`src/rtl/eql_cam_pkg.sv`:
```
// Shared helpers for the eql_cam matcher: chunk count and lowest-index priority encoder.
package eql_cam_pkg;

   // Upper bound on entry count accepted by prio_enc; callers zero-extend narrower masks.
   localparam int unsigned MAX_ENTRIES = 256;

   function automatic int unsigned nchunk(input int unsigned width, input int unsigned chunk);
      return (width + chunk - 1) / chunk;
   endfunction

   function automatic int unsigned prio_enc(input logic [MAX_ENTRIES-1:0] msk);
      int unsigned idx;
      logic        found;
      idx   = 0;
      found = 1'b0;
      for (int unsigned i = 0; i < MAX_ENTRIES; i++) begin
         if (msk[i] && !found) begin
            idx   = i;
            found = 1'b1;
         end
      end
      return idx;
   endfunction

endpackage

```
`src/rtl/eql_cam_cmp.sv`:
```
// Single-pair equality comparator, reused as the per-entry, per-chunk slice compare.
module eql_cmp #(
   parameter int unsigned WIDTH = 8
) (
   input  logic [WIDTH-1:0] a,
   input  logic [WIDTH-1:0] b,
   output logic             eq
);

   assign eq = (a == b);

endmodule

```
`src/rtl/eql_cam.sv`:
```
// Pipelined multi-entry equality matcher: S1 registers chunked compares, S2 reduces and encodes.
module eql_cam
   import eql_cam_pkg::*;
#(
   parameter  int unsigned WIDTH   = 32,
   parameter  int unsigned ENTRIES = 8,
   parameter  int unsigned CHUNK   = 8,
   localparam int unsigned IDX_W   = $clog2(ENTRIES)
) (
   input  logic               clk,
   input  logic               rst_n,
   input  logic               wr_en,
   input  logic [IDX_W-1:0]   wr_idx,
   input  logic [WIDTH-1:0]   wr_dat,
   input  logic               wr_vld,
   input  logic               clr,
   input  logic               in_vld,
   output logic               in_rdy,
   input  logic [WIDTH-1:0]   in_val,
   output logic               out_vld,
   input  logic               out_rdy,
   output logic [ENTRIES-1:0] out_msk,
   output logic               out_hit,
   output logic [IDX_W-1:0]   out_idx
);

   localparam int unsigned NCH = nchunk(WIDTH, CHUNK);

   logic [WIDTH-1:0]             ent_dat [ENTRIES];
   logic [ENTRIES-1:0]           ent_vld;
   logic [ENTRIES-1:0][NCH-1:0]  cmp_eq;
   logic [ENTRIES-1:0][NCH-1:0]  s1_eq;
   logic [ENTRIES-1:0]           s2_msk;
   logic                         s1_vld;
   logic                         s2_adv;
   logic                         acc;
   logic                         wr_ok;

   assign s2_adv = ~out_vld | out_rdy;
   assign in_rdy = ~s1_vld | s2_adv;
   assign acc    = in_vld & in_rdy;
   assign wr_ok  = wr_en & (32'(wr_idx) < ENTRIES);

   // clr takes priority over a same-cycle write, including its data
   always_ff @(posedge clk or negedge rst_n) begin
      if (!rst_n) begin
         ent_vld <= '0;
         for (int unsigned e = 0; e < ENTRIES; e++) begin
            ent_dat[e] <= '0;
         end
      end else if (clr) begin
         ent_vld <= '0;
      end else if (wr_ok) begin
         ent_vld[wr_idx] <= wr_vld;
         ent_dat[wr_idx] <= wr_dat;
      end
   end

   for (genvar e = 0; e < ENTRIES; e++) begin : g_ent
      for (genvar c = 0; c < NCH; c++) begin : g_chunk
         localparam int unsigned LO = c * CHUNK;
         localparam int unsigned HI = (LO + CHUNK > WIDTH) ? WIDTH - 1 : LO + CHUNK - 1;
         eql_cmp #(.WIDTH(HI - LO + 1)) u_cmp (
            .a  (in_val[HI:LO]),
            .b  (ent_dat[e][HI:LO]),
            .eq (cmp_eq[e][c])
         );
      end
   end

   always_ff @(posedge clk or negedge rst_n) begin
      if (!rst_n) begin
         s1_vld <= 1'b0;
         s1_eq  <= '0;
      end else if (acc) begin
         s1_vld <= 1'b1;
         for (int unsigned e = 0; e < ENTRIES; e++) begin
            s1_eq[e] <= cmp_eq[e] & {NCH{ent_vld[e]}};
         end
      end else if (s2_adv) begin
         s1_vld <= 1'b0;
      end
   end

   always_comb begin
      s2_msk = '0;
      for (int unsigned e = 0; e < ENTRIES; e++) begin
         s2_msk[e] = &s1_eq[e];
      end
   end

   always_ff @(posedge clk or negedge rst_n) begin
      if (!rst_n) begin
         out_vld <= 1'b0;
         out_msk <= '0;
         out_hit <= 1'b0;
         out_idx <= '0;
      end else if (s2_adv) begin
         out_vld <= s1_vld;
         if (s1_vld) begin
            out_msk <= s2_msk;
            out_hit <= |s2_msk;
            out_idx <= IDX_W'(prio_enc(MAX_ENTRIES'(s2_msk)));
         end
      end
   end

endmodule

```
`config.mk`:
```
export PLATFORM = sky130hd
export DESIGN_NAME = eql_cam
export DESIGN_NICKNAME = d
export VERILOG_FILES = /design/src/rtl/eql_cam_pkg.sv /design/src/rtl/eql_cam_cmp.sv /design/src/rtl/eql_cam.sv
export SDC_FILE = /design/constraint.sdc
export NUM_CORES = 1
export LEC_CHECK = 0
export BUFFER_PORTS_ARGS = -buffer_cell sky130_fd_sc_hd__buf_2
export CORE_UTILIZATION = 38
export DETAILED_ROUTE_END_ITERATION = 10
export PLACE_DENSITY = 0.57
export SLEW_MARGIN = 20
export SYNTH_ARGS = -nofsm -noshare
export SYNTH_HDL_FRONTEND = slang
export SYNTH_SLANG_ARGS = --single-unit
```
`constraint.sdc`:
```
create_clock -name clk -period 1.25 [get_ports clk]
set_input_delay 0.25 -clock clk [delete_from_list [all_inputs] [get_ports clk]]
set_output_delay 0.25 -clock clk [all_outputs]
set_load 0.02 [all_outputs]
```
After elaboration in Yosys (flattened, before gate mapping)

Cells that the tools add are included.

Equality and inequality tests: 32
Order comparisons: 4
Bitwise operators: 15
Muxes and demuxes: 38
Reductions and logical operators: 29

Operators with widths:

| cell                                                                          | count |
|---|---|
| 256-bit bitwise mux                                                           | 1 |
| 8-bit equality test                                                           | 32 |
| 32-bit demux with 3-bit select                                                | 1 |
| 4-bit bitwise AND                                                             | 8 |
| 32-bit 2-to-1 mux                                                             | 1 |
| 4-bit AND reduction                                                           | 8 |
| 1-bit 2-to-1 mux                                                              | 25 |
| 3-bit 2-to-1 mux                                                              | 6 |
| 8-bit 2-to-1 mux                                                              | 2 |
| 1-bit logical AND                                                             | 9 |
| 8-bit bitwise mux                                                             | 1 |
| 8-bit OR reduction                                                            | 1 |
| 1-bit logical NOT                                                             | 7 |
| 4-bit >= comparator (second input constant)                                   | 1 |
| 3-bit by 4-bit less-than comparator with 1-bit output (second input constant) | 1 |
| 4-bit by 1-bit less-than comparator with 1-bit output (second input constant) | 1 |
| 3-bit inverter with 4-bit output                                              | 1 |
| 2-bit AND reduction                                                           | 2 |
| 2-bit nonzero test                                                            | 2 |
| 1-bit demux with 3-bit select                                                 | 1 |
| 3-bit by 1-bit >= comparator with 1-bit output (second input constant)        | 1 |
| 1-bit inverter                                                                | 3 |
| 1-bit OR                                                                      | 2 |
| 1-bit bitwise AND                                                             | 1 |

Input bits: 74
Output and inout port bits: 14
Word-level logic and storage cells: 140
Flip-flop bits (word level): 310

Logic depth before layout (Yosys ltp)

Gate-level depths: netlist (run 1).

Depth in word-level cells: 37
Mapped depth: 5
Gate-level depth less buffers: 4

By module

From an unflattened synthesis (run 1), not the netlist that was laid out.

Cells, all modules: 1149
Area, all modules: 14685.3 µm²

Modules (own cells, without submodules):

| module  | sequential area each (µm²) | area each (µm²) | cells an instance | instances |
|---|---|---|---|---|
| eql_cam | 7757.4                     | 11922.7         | 797               | 1 |
| eql_cmp | 0.0                        | 86.3            | 11                | 32 |

Worst setup path after synthesis (run 1)

Ideal clock, no wire load.

Kind: reg2reg
From: reg out_vld
To: reg s1_eq[19] (netlist name)
Slack: -0.232 ns
Period minus slack after synthesis: 1.482 ns
Library setup time: 0.083 ns
Cell stages (with the launch flop): 6
Path buffers: 1
Data required time: 1.167 ns
Arrival: 1.399 ns
Cells stage by stage: dfrtp_1 nand3b_1 nand2_1 clkbuf_1 nand2_1 o21ai_0

Word-level cells in the longest chain between the ends: 4

RTL lines:

| item                           | RTL line      | RTL |
|---|---|---|
| start: declaration             | eql_cam.sv:20 | `output logic out_vld,` |
| start signal: assignment       | eql_cam.sv:99 | `out_vld <= s1_vld;` |
| 1-bit inverter                 | eql_cam.sv:39 | `assign s2_adv = ~out_vld \| out_rdy;` |
| 1-bit OR                       | eql_cam.sv:39 |  |
| 1-bit OR                       | eql_cam.sv:40 | `assign in_rdy = ~s1_vld \| s2_adv;` |
| named net in_rdy               | eql_cam.sv:18 | `output logic in_rdy,` |
| 1-bit bitwise AND              | eql_cam.sv:41 | `assign acc = in_vld & in_rdy;` |
| end signal: indexed assignment | eql_cam.sv:78 | `s1_eq[e] <= cmp_eq[e] & {NCH{ent_vld[e]}};` |
| end: declaration               | eql_cam.sv:32 | `logic [ENTRIES-1:0][NCH-1:0] s1_eq;` |

The timed path passes the listed nets, and every way through them passes these cells.
A chain may end at the register's enable or synchronous reset.

Final worst setup path (run 1)

From: reg out_vld
To: out in_rdy

Word-level cells in the longest chain between the ends: 3

RTL lines:

| item             | RTL line |
|---|---|
| 1-bit inverter   | eql_cam.sv:39 |
| 1-bit OR         | eql_cam.sv:39 |
| 1-bit OR         | eql_cam.sv:40 |
| end: declaration | eql_cam.sv:18 |

Every way passes these cells.

==> flow_summary.ini, run 1 <==
[run_status]
outcome = complete, but fails checks
violations = setup timing

[detailed_routing]
routed_via_density = 4.94
drc = 0
via_count = 9396
drtIter0Drc = 347
dr.pass1.iters = 4
wirelength_um = 37400
wl_per_cell_um = 19.7
ant_nets = 0

[place]
port_buffers = 87
place.gp.congestion = 0.780
place_inst = 1823
placed_area_um2 = 16900
place_hpwl_um = 25900
place_ws_ns = -0.431

[layout]
final_cell_mix = dfrtp_1, xor2_1, mux2_2
fillers = 3447
finalNonFillerCells = 1902
ff_latch_area_um2 = 7760
layout.cells.most_common = dfrtp_1
antenna_cells = 0
syn_to_final_growth_pct = 25.9
drive_above_1_share = 0.427
final_area_um2 = 18500
multi_input_area_um2 = 6830
nets = 1441

[synthesis]
synth_area_leaders = dfrtp_1, mux2_2, xor2_1
ys_seq_elements = 310
synth_edf_count = 0
synth-async-reset-ratio = 1.00
ys_types = 32
avgSynthCellArea_um2 = 12.8
synth_nets = 1222
synth_top_area_frac = 0.527
netlist_instances = 1148
yosys.area.top_type = dfrtp_1
ys_warn_count = 0
synth_seq_area_share = 0.527
syn-cell-area_um2 = 14700
synth-main-ff-cell = dfrtp_1

[worst_setup_path]
crit_chain = nand3b_1 -> buf_6
cp.arrival_ns = 1.25
critPathLaunchType = flop
crit_slowest_cell = dfrtp_2
crit_fanout = 3
crit_required_ns = 1.00
slowest_delay_ns = 0.43
path_class = reg -> out
worst_setup_path_end_kind = output port

[sta]
final_hold_viol_count = 0
tightestPinTransition_ns = 0.448
slew_headroom = 0.701
finalClockSkew_ns = 0.0177
fin_crit_ns = 1.50
rsz0062_at_grt = yes
setup_ws_ns = -0.245
fin_setup_tns_ns = -3.06
finalCritPeriodShare = 1.20
slew_viol_final = 0
max_freq_ghz = 0.669
setup_viol = 38

[power_and_ir_drop]
ir_drop_mv = 1.32
total_power_uw = 29800
power_density_nw_per_um2 = 1610
p_leak_uw = 0.00851

[clock_tree]
cts_buffer_depth = 3
cts_made_buffers = 36
root_buffer = clkbuf_16
numClockSinks = 310
htreeDepth = 2
tritoncts = yes
clk-insertion-delay-late_ns = 0.52
path_clk_slew_ns = 0.06

[die]
row_count = 71
die_x_um = 199
ios = 88
die-area_um2 = 39500
die_h_um = 199
start_util = 0.389
design.core.area_um2 = 37800

[grt]
grt_pass1_wl_um = 58600
antenna_found_initial = 2
grt_pass1_vias = 9750
grt_remaining_overflow = 0
grt_max_degree = 47
grtUsageTotal = 0.199

[worst_hold_path]
hp-class = in -> reg

[flow_run]
maxCapViolCount = 0
## state kept, by name (all words and copies together), names as in the netlist
| signal | count |
|---|---|
| out_msk | 8 |
| s1_eq | 32 |
| out_vld | 1 |
| s1_vld | 1 |
| out_hit | 1 |
| out_idx | 3 |
| ent_vld | 8 |
| ent_dat | 256 |
## final timing paths
| kind | from | to | slack [ns] | cells after the start |
|---|---|---|---|---|
| min in group asynchronous | rst_n | ent_dat[30] | 0.22 | 2 |
| hold / removal | wr_vld | ent_vld[1] | 0.07 | 3 |
| setup reg to reg | ent_dat[18] | s1_eq[30] | -0.24 | 5 |
| hold reg to reg | s1_eq[6] | s1_eq[6] | 0.50 | 2 |
| setup / recovery | out_vld | in_rdy | -0.25 | 2 |
| max in group asynchronous | rst_n | ent_dat[161] | 0.39 | 3 |
## stage by stage
step	hold WS, ns	utilization
2_1_floorplan	-0.0456	-
3_3_place_gp	0.177	0.447
3_5_place_dp	0.178	0.447
4_1_cts	0.0395	0.485
5_1_grt	0.0617	0.489
6_report	0.0696	0.489
## area by class of cell
cell class,instances,share of cell area
Sequential cell,310,0.419
Tap cell,511,0.0345
Timing Repair Buffer,250,0.113
Clock buffer,54,0.0588
Multi-Input combinational cell,769,0.369
Clock inverter,8,0.00621
## cell families (layout without fill, tap and decap cells)
group,count (synthesis),after routing,synth area share
flops,310,310,0.527
mux,258,258,0.205
xor+xnor,256,256,0.152
simple gates,199,199,0.0709
buf+inv,69,312,0.0247
compound gates,56,56,0.0197
## synthesized netlist by cell type (2+ instances only)
| cell | number |
|---|---|
| nand2_1 | 60 |
| mux2_2 | 225 |
| mux2_4 | 30 |
| xor2_1 | 224 |
| nor4_1 | 32 |
| buf_1 | 6 |
| and3b_2 | 2 |
| clkbuf_1 | 36 |
| buf_2 | 19 |
| buf_12 | 3 |
| nand3_1 | 5 |
| nor3_1 | 33 |
| nand2b_1 | 7 |
| o21ai_0 | 45 |
| nor2_1 | 10 |
| buf_6 | 4 |
| nand4_1 | 43 |
| xnor2_1 | 32 |
| nand3b_1 | 3 |
| a21oi_1 | 7 |
| dfrtp_1 | 310 |
| mux2i_1 | 2 |
## report_power, final
part | internal, uW | leakage, uW | switching [uW]
registers | 12000 | 0.00389 | 1270
logic | 3380 | 0.00402 | 2430
clock network | 6610 | 0.000598 | 4060
total | 22000 | 0.00851 | 7770
## per-layer routing
metal | wire, um | vias up | GRT usage
met4 | 683 | 4 | 0.0493
met2 | 17300 | 147 | 0.310
met3 | 1680 | 54 | 0.0317
met5 | 24 | - | 0
li1 | - | 4413 | -
met1 | 17700 | 4778 | 0.287
## worst max-delay path, delay by kind of cell (launching register included)
| kind | cells | cell delay, ns |
|---|---|---|
| flip-flops | 1 | 0.43 |
| buffers and inverters | 1 | 0.14 |
| AND/OR/NAND/NOR | 1 | 0.15 |
## timing repair
action	4_1_cts	5_1_grt
endpoints found under the hold margin	254	0
gates resized for setup	39	17
endpoints found under the setup margin	45	56
setup buffers	6	8
hold buffers	2	0
gates cloned	0	1
pin swaps	39	37
Power figures use the tool's default switching activity.
==> run 2: changes to the inputs <==
--- a/config.mk
+++ b/config.mk
@@ -8,6 +8,7 @@
 export BUFFER_PORTS_ARGS = -buffer_cell sky130_fd_sc_hd__buf_2
 export CORE_UTILIZATION = 38
 export DETAILED_ROUTE_END_ITERATION = 10
+export GPL_TIMING_DRIVEN = 0
 export PLACE_DENSITY = 0.57
 export SLEW_MARGIN = 20
 export SYNTH_ARGS = -nofsm -noshare
==> constraint.sdc (replaced) <==
create_clock -name clk -period 1.5 [get_ports clk]
set_input_delay 0.3 -clock clk [delete_from_list [all_inputs] [get_ports clk]]
set_output_delay 0.3 -clock clk [all_outputs]
set_load 0.02 [all_outputs]
==> run 2 against run 1 <==
Against the previous run: the run still ends with setup timing left; largest cell class unchanged; power down 18%; sequential power down 17%; flip-flop and latch count unchanged; combinational power down 22%; hold slack better by 0.030 ns; clock power down 19%; wire length up 0.71%; global-route usage up 0.17 points; via count down 4.0%; first-iteration DRC count up 43%.
==> flow_summary.ini, run 2 (synthesis gave the netlist of run 1 again) <==
[place]
place_hpwl_um = 26100
place.gp.congestion = 0.813
placed_area_um2 = 15700
place_ws_ns = -0.737
port_buffers = 54

[grt]
grt_pass1_vias = 9379
grt_max_degree = 92
grt_pass1_wl_um = 58500
antenna_found_initial = 3
grtUsageTotal = 0.200
grt_remaining_overflow = 0

[power_and_ir_drop]
p_leak_uw = 0.00766
ir_drop_mv = 0.796
clkPwrFrac = 0.357
power_density_nw_per_um2 = 1410
p_sw_uw = 6610
p_sw_frac = 0.272
p_seq_frac = 0.456
internal-power_uw = 17600
power_frac_comb = 0.186

[detailed_routing]
dr.pass1.iters = 5
routed_via_density = 5.07
drc = 0
drtIter0Drc = 497
ant_nets = 0
wirelength_um = 37700
via_count = 9021
wl_per_cell_um = 21.2

[die]
die_x_um = 199
row_count = 71
die-area_um2 = 39500
ios = 88
die_h_um = 199
design.core.area_um2 = 37800
start_util = 0.389

[clock_tree]
clk-insertion-delay-late_ns = 0.53
htreeDepth = 2
path_clk_slew_ns = 0.06
cts_buffer_depth = 3
cts_made_buffers = 36
root_buffer = clkbuf_16
numClockSinks = 310
tritoncts = yes

[layout]
final_cell_mix = dfrtp_1, mux2_2, xor2_1
ff_latch_area_um2 = 7760
regMostFlops = ent_dat
layout.cells.most_common = dfrtp_1
largest_register_ff_count = 256
final_area_um2 = 17200
drive_above_1_share = 0.346
nets = 1320
top_regs = ent_dat x256, s1_eq x32
fillers = 3550
multi_input_area_um2 = 6870
syn_to_final_growth_pct = 17.0

[worst_setup_path]
crit_family = simple AND/OR/NAND/NOR gates
crit_required_ns = 1.95
path_class = reg -> reg
cp-startpoint = ent_dat[37]
cp.depth = 4
worstReg2RegStart = ent_dat[37]
path_buf_inv = 0
critPathCapture = s1_eq[24]
regToRegSetupSlack_ns = -0.05
cp.arrival_ns = 2.00
critPathLaunchType = flop
crit_slowest_cell = nor4_2
worst_setup_path_end_kind = flop
slowest_delay_ns = 0.43
crit_fanout = 2
crit_chain = xor2_1 -> nor4_2 -> nand4_1 -> o21ai_1
r2r_end = s1_eq[24]
reg2regPathDepth = 4

[sta]
finalClockSkew_ns = 0.0140
fin_crit_ns = 1.55
rsz0062_at_grt = yes
tightestPinTransition_ns = 0.812
max_freq_ghz = 0.644
setup_viol = 2
final_hold_viol_count = 0
setup_ws_ns = -0.0521
slew_headroom = 0.459
fin_setup_tns_ns = -0.0954
finalCritPeriodShare = 1.03
slew_viol_final = 0

[run_status]
outcome = complete, but fails checks
violations = setup timing

[flow_run]
maxCapViolCount = 0

[worst_hold_path]
hp-class = in -> reg
-- run 2: cell count changes in the layout (fill, tap and decap cells not counted), sizes merged --
| cell | before | now |
|---|---|---|
| buf | 247 | 90 |
| bufinv | 3 | 2 |
| clkbuf | 55 | 89 |
| diode | 0 | 2 |
-- run 2: worst min-delay path by stage --
stage          startpoint           end  slack [ns]  cells after the start
6_report           wr_vld    ent_vld[5]         0.1                      3
2_1_floorplan       rst_n    ent_dat[0]       0.004                      0
3_5_place_dp        rst_n  ent_dat[146]        0.31                      1
5_1_grt            wr_vld    ent_vld[4]        0.10                      3
4_1_cts            wr_vld    ent_vld[5]        0.08                      3
3_3_place_gp   out_msk[6]    out_msk[6]        0.46                      2
-- run 2: stage by stage --
stage	utilization	power (uW)	std cells	hold WS [ns]
floorplan	-	14100	1148	0.00441
global placement	0.413	15200	1713	0.465
detailed placement	0.415	15400	1716	0.311
CTS	0.452	24400	1778	0.0766
global route	0.455	25500	1778	0.104
finish	0.455	24300	1780	0.0998
-- run 2: power by group through the flow --
| stage | registers, uW | clock network [uW] | logic (uW) |
|---|---|---|---|
| after floorplan | 11000 | 0 | 3130 |
| after global placement | 11100 | 0 | 4090 |
| after detailed placement | 11200 | 0 | 4190 |
| after CTS | 11100 | 8900 | 4440 |
| after global routing | 11300 | 9200 | 4990 |
| final | 11100 | 8670 | 4520 |
-- run 2: what timing repair did --
item / CTS / global route
hold buffers: 2 / 0
endpoints found under the setup margin: 93 / 50
resized for setup: 37 / 24
endpoints found under the hold margin: 65 / 0
pin swaps: 2 / 17
gates cloned: 0 / 0
setup buffers: 1 / 0
-- run 2: cell type report --
cell class                 count  area share
clock inverter                 7     0.00494
multi-input combinational    769       0.399
clock buffer                  52      0.0623
sequential                   310       0.451
buffer                        69      0.0223
antenna                        2    0.000291
tap                          511      0.0372
timing repair buffer          60      0.0230
-- run 2: layer usage --
layer | up-vias | track usage | wire length, um
li1 | 4172 | - | -
met1 | 4640 | 0.282 | 17800
met2 | 156 | 0.315 | 17400
met3 | 51 | 0.0288 | 1440
met4 | 2 | 0.0681 | 965
met5 | - | 0 | 14
-- run 2: worst min-delay path, stage by stage --
cell and delay (ns):
buf_2 0.16, nand2_1 0.07, a21oi_1 0.05
